[src/rtl/instr_encoder.sv]
// Instruction-field encoder: turns decoded requests into 32-bit words and streams
// them into an instruction memory through a single stallable output register.
module instr_encoder (
    input  logic        clk,
    input  logic        rst,
    input  logic        start,
    input  logic [9:0]  base_addr,
    input  logic        in_valid,
    output logic        in_ready,
    input  logic [2:0]  in_class,
    input  logic [2:0]  in_funct3,
    input  logic        in_alt,
    input  logic [4:0]  in_rd,
    input  logic [4:0]  in_rs1,
    input  logic [4:0]  in_rs2,
    input  logic [19:0] in_imm,
    input  logic        in_last,
    output logic        imem_we,
    input  logic        imem_ready,
    output logic [9:0]  imem_addr,
    output logic [31:0] imem_wdata,
    output logic        busy,
    output logic        done,
    output logic [7:0]  err_cnt,
    output logic [9:0]  word_cnt
);

    localparam logic [1:0] S_IDLE  = 2'd0;
    localparam logic [1:0] S_RUN   = 2'd1;
    localparam logic [1:0] S_DRAIN = 2'd2;

    localparam logic [2:0] C_OPIMM  = 3'd0;
    localparam logic [2:0] C_OP     = 3'd1;
    localparam logic [2:0] C_J      = 3'd2;
    localparam logic [2:0] C_BRANCH = 3'd3;
    localparam logic [2:0] C_LOAD   = 3'd4;
    localparam logic [2:0] C_STORE  = 3'd5;

    logic [1:0]  r_state;
    logic [9:0]  r_ptr;
    logic        r_we;
    logic [31:0] r_wdata;
    logic [7:0]  r_err_cnt;
    logic [9:0]  r_word_cnt;

    logic [31:0] w_word;
    logic        w_illegal;
    logic        w_fire;
    logic        w_wr_done;

    // NOTE: every output of this block gets a default first, so no path infers a latch.
    always_comb begin
        w_word      = '0;
        w_illegal   = 1'b0;
        w_word[6:0] = {4'b0000, in_class};
        case (in_class)
            C_OPIMM: begin
                w_word[11:7]  = in_rd;
                w_word[14:12] = in_funct3;
                w_word[19:15] = in_rs1;
                if (!in_funct3[2]) begin
                    w_word[31:20] = in_imm[11:0];
                end else if (!in_funct3[1]) begin
                    w_word[24:20] = in_imm[4:0];
                    w_word[30]    = in_alt & in_funct3[0];
                end else begin
                    w_illegal = 1'b1;
                end
            end
            C_OP: begin
                w_word[11:7]  = in_rd;
                w_word[14:12] = in_funct3;
                w_word[19:15] = in_rs1;
                w_word[24:20] = in_rs2;
                w_word[30]    = in_alt & in_funct3[2] & in_funct3[1];
                w_illegal     = in_funct3[2] & ~in_funct3[1];
            end
            C_J: begin
                w_word[31]    = in_imm[19];
                w_word[30:21] = in_imm[9:0];
                w_word[20]    = in_imm[10];
                w_word[19:12] = in_imm[18:11];
            end
            C_BRANCH: begin
                w_word[31]    = in_imm[11];
                w_word[30:25] = in_imm[9:4];
                w_word[24:20] = in_rs2;
                w_word[19:15] = in_rs1;
                w_word[14:12] = in_funct3;
                w_word[11:8]  = in_imm[3:0];
                w_word[7]     = in_imm[10];
                w_illegal     = (in_funct3 > 3'd1);
            end
            C_LOAD: begin
                w_word[11:7]  = in_rd;
                w_word[14:12] = in_funct3;
                w_word[19:15] = in_rs1;
            end
            C_STORE: begin
                w_word[14:12] = in_funct3;
                w_word[19:15] = in_rs1;
                w_word[24:20] = in_rs2;
            end
            default: w_illegal = 1'b1;
        endcase
    end

    // Capture is allowed in the same cycle the pending word drains, giving 1 word/cycle.
    assign in_ready  = !rst && (r_state == S_RUN) && (!r_we || imem_ready);
    assign w_fire    = in_valid && in_ready;
    assign w_wr_done = r_we && imem_ready;

    // NOTE: all state here uses non-blocking assignments; later assignments in the
    // block take priority, which the IDLE start load relies on.
    always_ff @(posedge clk) begin
        if (rst) begin
            r_state    <= S_IDLE;
            r_ptr      <= '0;
            r_we       <= 1'b0;
            r_wdata    <= '0;
            r_err_cnt  <= '0;
            r_word_cnt <= '0;
        end else begin
            if (w_wr_done) begin
                r_ptr      <= r_ptr + 10'd1;
                r_word_cnt <= r_word_cnt + 10'd1;
            end
            if (w_fire && !w_illegal) begin
                r_we    <= 1'b1;
                r_wdata <= w_word;
            end else if (w_wr_done) begin
                r_we <= 1'b0;
            end
            if (w_fire && w_illegal && (r_err_cnt != 8'hFF)) begin
                r_err_cnt <= r_err_cnt + 8'd1;
            end
            case (r_state)
                S_IDLE: begin
                    if (start) begin
                        r_ptr      <= base_addr;
                        r_err_cnt  <= '0;
                        r_word_cnt <= '0;
                        r_state    <= S_RUN;
                    end
                end
                S_RUN: begin
                    if (w_fire && in_last) begin
                        r_state <= S_DRAIN;
                    end
                end
                S_DRAIN: begin
                    if (!r_we) begin
                        r_state <= S_IDLE;
                    end
                end
                default: r_state <= S_IDLE;
            endcase
        end
    end

    assign imem_we    = r_we;
    assign imem_addr  = r_ptr;
    assign imem_wdata = r_wdata;
    assign busy       = (r_state != S_IDLE);
    assign done       = (r_state == S_DRAIN) && !r_we;
    assign err_cnt    = r_err_cnt;
    assign word_cnt   = r_word_cnt;

endmodule

[config.mk]
export PLATFORM = sky130hd
export DESIGN_NAME = instr_encoder
export DESIGN_NICKNAME = d
export VERILOG_FILES = /design/src/rtl/instr_encoder.sv
export SDC_FILE = /design/constraint.sdc
export NUM_CORES = 1
export LEC_CHECK = 0
export CAP_MARGIN = 20
export CORE_MARGIN = 4
export CORE_UTILIZATION = 40
export CTS_BUF_LIST = sky130_fd_sc_hd__clkbuf_8
export CTS_CLUSTER_DIAMETER = 200
export CTS_CLUSTER_SIZE = 8
export DETAILED_ROUTE_END_ITERATION = 12
export PLACE_DENSITY_LB_ADDON = 0.3
export RECOVER_POWER = 50
export SLEW_MARGIN = 0
export SYNTH_ARGS = -nofsm -noshare
export SYNTH_HDL_FRONTEND = slang
export SYNTH_SLANG_ARGS = --single-unit
[constraint.sdc]
create_clock -name clk -period 1.6 [get_ports clk]
set_input_delay 0.32 -clock clk [delete_from_list [all_inputs] [get_ports clk]]
set_output_delay 0.32 -clock clk [all_outputs]
set_load 0.01 [all_outputs]
==> metrics.md, run 1 <==
| Metric | Value |
|---|---|
| Mapped cell area | 2880 µm² |
| CP startpoint kind | flip-flop |
| Hold Path Class | primary input to flip-flop |
| Register-to-Register Path Depth | 5 |
| Routability cong. | 0.867 |
| Std-Cell Core Area | 6910 µm² |
| Number of global-route vias before repair | 3,065 |
| Via density | 5.27 |
| Initial Util | 41.7% |
| Dpl cell area | 4460 µm² |
| Fin Setup TNS | 0 ps |
| Final setup fails | 0 |
| Worst-Skew Late Latency | 330 ps |
| Synthesized area per cell | 7.89 µm² |
| Tightest Pin Transition | 570 ps |
| Max stage delay on crit path | 400 ps |
| Final #Nets | 582 |
| Skew final | 7.78 ps |
| Setup CP Type | flip-flop to flip-flop |
| Worst Setup SP | err_cnt[0] |
| Synthesis-stage register bit count | 59 |
| CTS clk-pin slew, worst paths | 60 ps |
| Synthesis warning total | 0 |
| Slew Limit Fails | 0 |
| Fin crit share | 99.4% |
| WL final | 9.40 mm |
| Rel. slew slack | 62.0% |
| Remaining DRCs | 0 |
| Max VDD drop | 0.000763 V |
| Worst r2r dst | err_cnt[3] |
| Flop2flop setup slack | 10 ps |
| Standard-cell rows | 30 |
| Hpwl dp | 6.54 mm |
| RSZ-0062 raised after global routing | yes |
| Die area | 8630 µm² |
| Top delay family on crit path | simple AND/OR/NAND/NOR gates |
| Initial antenna violation count | 0 |
| CTS Hold Bufs | 0 |
| Layout fillers | 561 |
| Synth area leaders | dfxtp_1 (41%), nor2_1 (6.8%), nand2_1 (5.6%), a21oi_1 (4.9%), xor2_1 (4.3%) |
| Largest net degree at the start of global routing | 43 |
| Required time of the critical path | 1870 ps |
| Syn Inst Count | 365 |
| Area leader, netlist | dfxtp_1 |
| Worst path cell trace | ha_4, and4_4, a211o_4, or3_4, a21oi_2 |
| Max clock buf depth | 2 |
| Share of Yosys cell area claimed by the top area cell type | 41.0% |
| Avg WL per Cell | 15.1 µm |
| Area Overhead vs Synth | 67.4% |
| CP max stage cell | or3_4 |
| Run status | completed |
| Clock root buffer | clkbuf_8 |
| Diodes inserted | 0 |
| Die Span Y | 92.9 µm |
| Port Buffers | 117 |
| Layout cells sized above 1 | 19.6% |
| First-pass GRT wire length | 14.7 mm |
| CP Capture Point | err_cnt[3] |
| Max cap viols | 0 |
| I/O pins | 122 |
| Worst Path Arrival | 1860 ps |
| H-tree depth | 3 |
| Synth cell types | 42 |
| CTS tree | yes |
| Hold Fails Final Rpt | 0 |
| Pre-CTS setup slack | -680 ps |
| Pwr dens | 761 nW/µm² |
| Global route total overflow | 0 |
| DR iter-0 viols | 217 |
| Die X | 92.9 µm |
| Register area share after synthesis | 41.0% |
| Peak fanout along the critical path | 6 |
| Peak Freq | 629 MHz |
| Fin area | 4820 µm² |
| Routed via count | 3,271 |
| CP Depth | 5 |
| Drt pass-1 iters | 5 |
| Clk sinks | 59 |
| GR Util All Layers | 21.2% |
| Min cycle time layout | 1590 ps |
| PnR worst setup slack | 10.1 ps |
| Antenna-violating nets left | 0 |
| Buf/Inv on CP | 0 |
| CP Capture Type | flip-flop |
| Leak Pwr | 1.89 nW |
| RR Startpoint | err_cnt[0] |
| Clock buffer count from CTS | 9 |
| Hold_ws | 367 ps |
[synth_stat cells, drive strengths merged]
cell type / instances
a2111oi: 1
a211o: 1
a211oi: 14
a21boi: 1
a21oi: 28
a221oi: 6
a222oi: 5
a22oi: 7
a311oi: 1
a31oi: 1
a32oi: 1
and2: 1
and3: 4
and4: 5
buf: 10
clkbuf: 18
conb: 1
dfxtp: 59
ha: 3
inv: 12
nand2: 43
nand2b: 2
nand3: 11
nand3b: 7
nand4: 9
nor2: 52
nor2b: 3
nor3: 15
nor3b: 2
nor4bb: 1
o211a: 1
o211ai: 1
o21ai: 7
o221a: 1
o221ai: 1
o22ai: 6
o31ai: 1
or3: 5
xnor2: 4
xor2: 14
[worst min-delay path by stage]
stage | startpoint | end | slack [ps] | depth (start not counted)
after floorplan | start | r_state[0] | 460 | 1
after global placement | imem_wdata[2] | imem_wdata[2] | 440 | 2
after detailed placement | imem_wdata[31] | imem_wdata[31] | 450 | 2
after CTS | imem_wdata[2] | imem_wdata[2] | 460 | 2
after global routing | rst | r_state[0] | 370 | 3
final | rst | r_state[0] | 370 | 3
[layout make-up]
| type | instances | area, µm² | area share (%) |
|---|---|---|---|
| Multi-Input combinational cell | 270 | 1700 | 35.1 |
| Tap cell | 96 | 120 | 2.49 |
| Clock buffer | 10 | 138 | 2.85 |
| Sequential cell | 59 | 1190 | 24.8 |
| Timing Repair Buffer | 169 | 1550 | 32.2 |
| Inverter | 12 | 45.0 | 0.934 |
| Clock inverter | 5 | 77.6 | 1.61 |
[where the power goes]
| group | leakage [nW] | total [mW] | switching [mW] | internal (mW) |
|---|---|---|---|---|
| clock | 0.108 | 1.49 | 0.585 | 0.905 |
| sequential | 0.483 | 1.55 | 0.0412 | 1.51 |
| combinational | 1.30 | 0.625 | 0.284 | 0.342 |
[layer usage]
metal	wire, µm	up-vias	track usage [%]
met2	4650	122	35.3
met4	174	0	9.40
met1	3960	1517	25.5
li1	-	1614	-
met5	0	-	0
met3	620	18	5.77
[state kept, by name (all words and copies together) (netlist names)]
name and cells:
err_cnt 8, r_state 2, imem_addr 10, imem_we 1, word_cnt 10, imem_wdata 28
[layout by cell type, fill, tap and decap left out, drive strengths merged, types with 15 or more instances in the layout]
cell type      netlist  final
a21oi               28     28
buf                 10     49
clkbuf              18     19
clkdlybuf4s50        0     74
dfxtp               59     59
dlygate4sd2          0     20
nand2               43     43
nor2                52     52
nor3                15     15
[tightest hold or removal path, delay by kind of cell]
family / cells / cell delay, ps
simple gates: 1 / 70
compound gates: 1 / 110
buf+inv: 1 / 150
[cell families (layout without fill, tap and decap cells)]
kind of cell    Yosys count  after routing  synth area share, %
simple gates            160            160                 26.3
buf+inv                  40            196                 5.91
xor+xnor                 18             18                 5.47
flops                    59             59                 41.0
other cells               1              4                0.130
compound gates           84             85                 19.9
fa+ha+maj                 3              3                 1.30
[stage by stage]
| step | std cells | power (mW) | utilization (%) |
|---|---|---|---|
| 6_report | 621 | 3.67 | 69.9 |
| 5_1_grt | 621 | 3.82 | 69.9 |
| 4_1_cts | 619 | 3.69 | 69.0 |
| 3_5_place_dp | 600 | 2.18 | 64.6 |
| 3_3_place_gp | 600 | 2.17 | 64.6 |
| 2_1_floorplan | 368 | 1.82 | - |
[what timing repair did]
action,CTS,global route
endpoints found under the setup margin,62,50
cloned,1,0
buffers inserted,3,2
pin swaps,6,12
gates resized for setup,53,49
(Power assumes the default switching activity.)
==> inputs of run 2 (changes only) <==
- ABC_AREA: unset -> 1
- CORE_UTILIZATION: 40 -> 41
==> run 2 against run 1 <==
  * Sequential share of layout area shrank 0.40 points
  * Critical path type is now flip-flop to output port
  * Die area grew 6.4%
  * Setup slack gained 34 ps
  * Register-to-register slack gained 150 ps
  * Maximum frequency grew 2.2%
  * Area after synthesis grew 9.7%
  * Critical endpoint is now imem_wdata[17]
  * Cell count grew 19%
==> metrics.md, run 2 <==
| Metric | Value |
|---|---|
| Skew final | 8.67 ps |
| Clk sinks | 59 |
| Max clock buf depth | 2 |
| WHS Path Cells | 5 |
| CP max stage cell | clkdlybuf4s50_1 |
| Placed cell count | 723 |
| Largest register FFs | 28 |
| Hold Crit Endpoint | imem_we |
| Synthesized area per cell | 6.67 µm² |
| Post-synth EDFFs | 0 |
| Layout Cells excl Fill | 740 |
| Initial Util | 42.9% |
| Commonest non-fill, non-tap cell in the layout | nand2_1 |
| Register area share after synthesis | 37.4% |
| Buf/Inv on CP | 1 |
| Slew Limit Fails | 0 |
| Worst-Skew Late Latency | 340 ps |
| Number of global-route vias before repair | 3,486 |
| Fin crit share | 97.2% |
| Synth area leaders | dfxtp_1 (37%), nand2_1 (19%), a21oi_1 (7.1%), nand3_1 (5.5%), inv_1 (4.6%) |
| Flop2flop setup slack | 160 ps |
| Clock root buffer | clkbuf_8 |
| Max cap viols | 0 |
| Required time of the critical path | 1280 ps |
| Worst path cell trace | clkdlybuf4s50_1 |
| Initial antenna violation count | 0 |
| Antenna-violating nets left | 0 |
| Synth cell types | 37 |
| Share of Yosys cell area claimed by the top area cell type | 37.4% |
| Min cycle time layout | 1560 ps |
| Synthesis warning total | 0 |
| I/O pins | 122 |
| Total Power | 3.49 mW |
| Synth Flop Type | dfxtp_1 |
| Hold Fails Final Rpt | 0 |
| Die X | 95.8 µm |
| Area Overhead vs Synth | 54.5% |
| Peak Freq | 643 MHz |
| Count leader, synth | nand2_1 |
| First-pass GRT wire length | 15.1 mm |
| Hpwl dp | 7.34 mm |
| Std-Cell Core Area | 7370 µm² |
| Peak fanout along the critical path | 2 |
| GR Util All Layers | 20.9% |
| Ys async rst share | 0% |
| WL final | 9.40 mm |
| CTS tree | yes |
| PnR worst setup slack | 44.3 ps |
| Syn Inst Count | 474 |
| Synthesis-stage register bit count | 59 |
| Pre-CTS setup slack | -308 ps |
| Port Buffers | 117 |
| Leak Pwr | 2.15 nW |
| Standard-cell rows | 31 |
| Avg WL per Cell | 12.7 µm |
| Routed via count | 3,577 |
| Global route total overflow | 0 |
| Routability cong. | 0.881 |
| Largest net degree at the start of global routing | 33 |
| Drt pass-1 iters | 5 |
| Via density | 4.83 |
| Pwr dens | 714 nW/µm² |
| Hold Path Class | primary input to flip-flop |
| Worst Path Arrival | 1240 ps |
| Remaining DRCs | 0 |
| DR iter-0 viols | 84 |
| Max stage delay on crit path | 550 ps |
| Max VDD drop | 0.000434 V |
| RR Startpoint | err_cnt[1] |
| Worst r2r dst | err_cnt[0] |
| Min-delay src | imem_ready |
| Hold_ws | 429 ps |
| Top delay family on crit path | buffers and inverters |
| Commonest cells in the synthesized netlist | nand2_1 (164), dfxtp_1 (59), a21oi_1 (45) |
| Most frequent cells in the layout | nand2_1 (163), clkdlybuf4s50_1 (79), dfxtp_1 (52) |
| Die area | 9180 µm² |
| Die Span Y | 95.8 µm |
| Setup CP Type | flip-flop to output port |
| Clock buffer count from CTS | 9 |
| Final #Nets | 697 |
| Area leader, netlist | dfxtp_1 |
| CP startpoint kind | flip-flop |
| Layout cells sized above 1 | 14.8% |
| H-tree depth | 3 |
| Register-to-Register Path Depth | 9 |
| Mapped cell area | 3160 µm² |
| CTS clk-pin slew, worst paths | 70 ps |
| Final setup fails | 0 |
| CP Capture Type | output port |
| Diodes inserted | 0 |
| Run status | completed |
run 2: worst max path at each step:
stage / from / endpoint / slack, ps / depth (start not counted)
2_1_floorplan: err_cnt[0] / err_cnt[0] / 200 / 9
3_3_place_gp: imem_ready / in_ready / -310 / 6
3_5_place_dp: imem_ready / in_ready / -310 / 6
4_1_cts: err_cnt[4] / err_cnt[4] / 2 / 1
5_1_grt: in_class[2] / imem_wdata[23] / -0.5 / 10
6_report: imem_wdata[17] / imem_wdata[17] / 40 / 1
run 2: final cells by class:
cell class	count	area (µm²)
timing repair buffer	168	1530
sequential	59	1190
clock buffer	10	138
tap	99	124
fill	678	2490
multi-input combinational	352	1670
inverter	46	181
clock inverter	6	56.3
run 2: what timing repair did:
item	CTS	global route
endpoints found under the hold margin	0	0
endpoints found under the setup margin	24	33
pin swaps	0	3
gates resized for setup	31	26
hold buffers	0	0
buffers inserted	0	1
run 2: power breakdown:
part	total [mW]	leakage, nW	switching, mW	internal [mW]
registers	1.54	0.481	0.0361	1.51
logic	0.597	1.57	0.282	0.315
clock network	1.35	0.103	0.601	0.747
total	3.49	2.15	0.919	2.57
run 2: metal layers:
layer | track usage (%) | wire [µm]
met5 | 0 | 0
met4 | 7.46 | 120
met3 | 6.25 | 694
met1 | 22.9 | 3840
met2 | 38.0 | 4750
run 2: worst register-to-register path: stages (launching register included):
cell and delay, ps:
dfxtp_1 340, ha_1 220, nand3_1 150, nor2_1 80
nor2_2 170, nand2_2 140, inv_2 100, nand2_1 50
nand2_1 60, nor2_1 40
run 2: cells by family (layout without fill, tap and decap cells):
group | Yosys count | after routing | synth area share, %
mux | 1 | 1 | 0.317
flops | 59 | 59 | 37.4
other cells | 1 | 4 | 0.119
xor+xnor | 11 | 11 | 3.05
simple gates | 258 | 258 | 35.3
compound gates | 75 | 75 | 12.3
buf+inv | 66 | 230 | 10.4
fa+ha+maj | 3 | 3 | 1.19
run 2: metrics by stage:
step	cell area, µm²	TNS (ps)	utilization, %
3_5_place_dp	4710	-13500	63.9
2_1_floorplan	3170	0	-
6_report	4880	0	66.3
5_1_grt	4880	-0.468	66.3
3_3_place_gp	4710	-11300	63.9
4_1_cts	4890	0	66.4
==> inputs of run 3 (changes only) <==
- CTS_CLUSTER_DIAMETER: 200 -> 50
==> results of run 3 <==
Same layout as run 2: the final DEF is identical, and so are final timing and power.
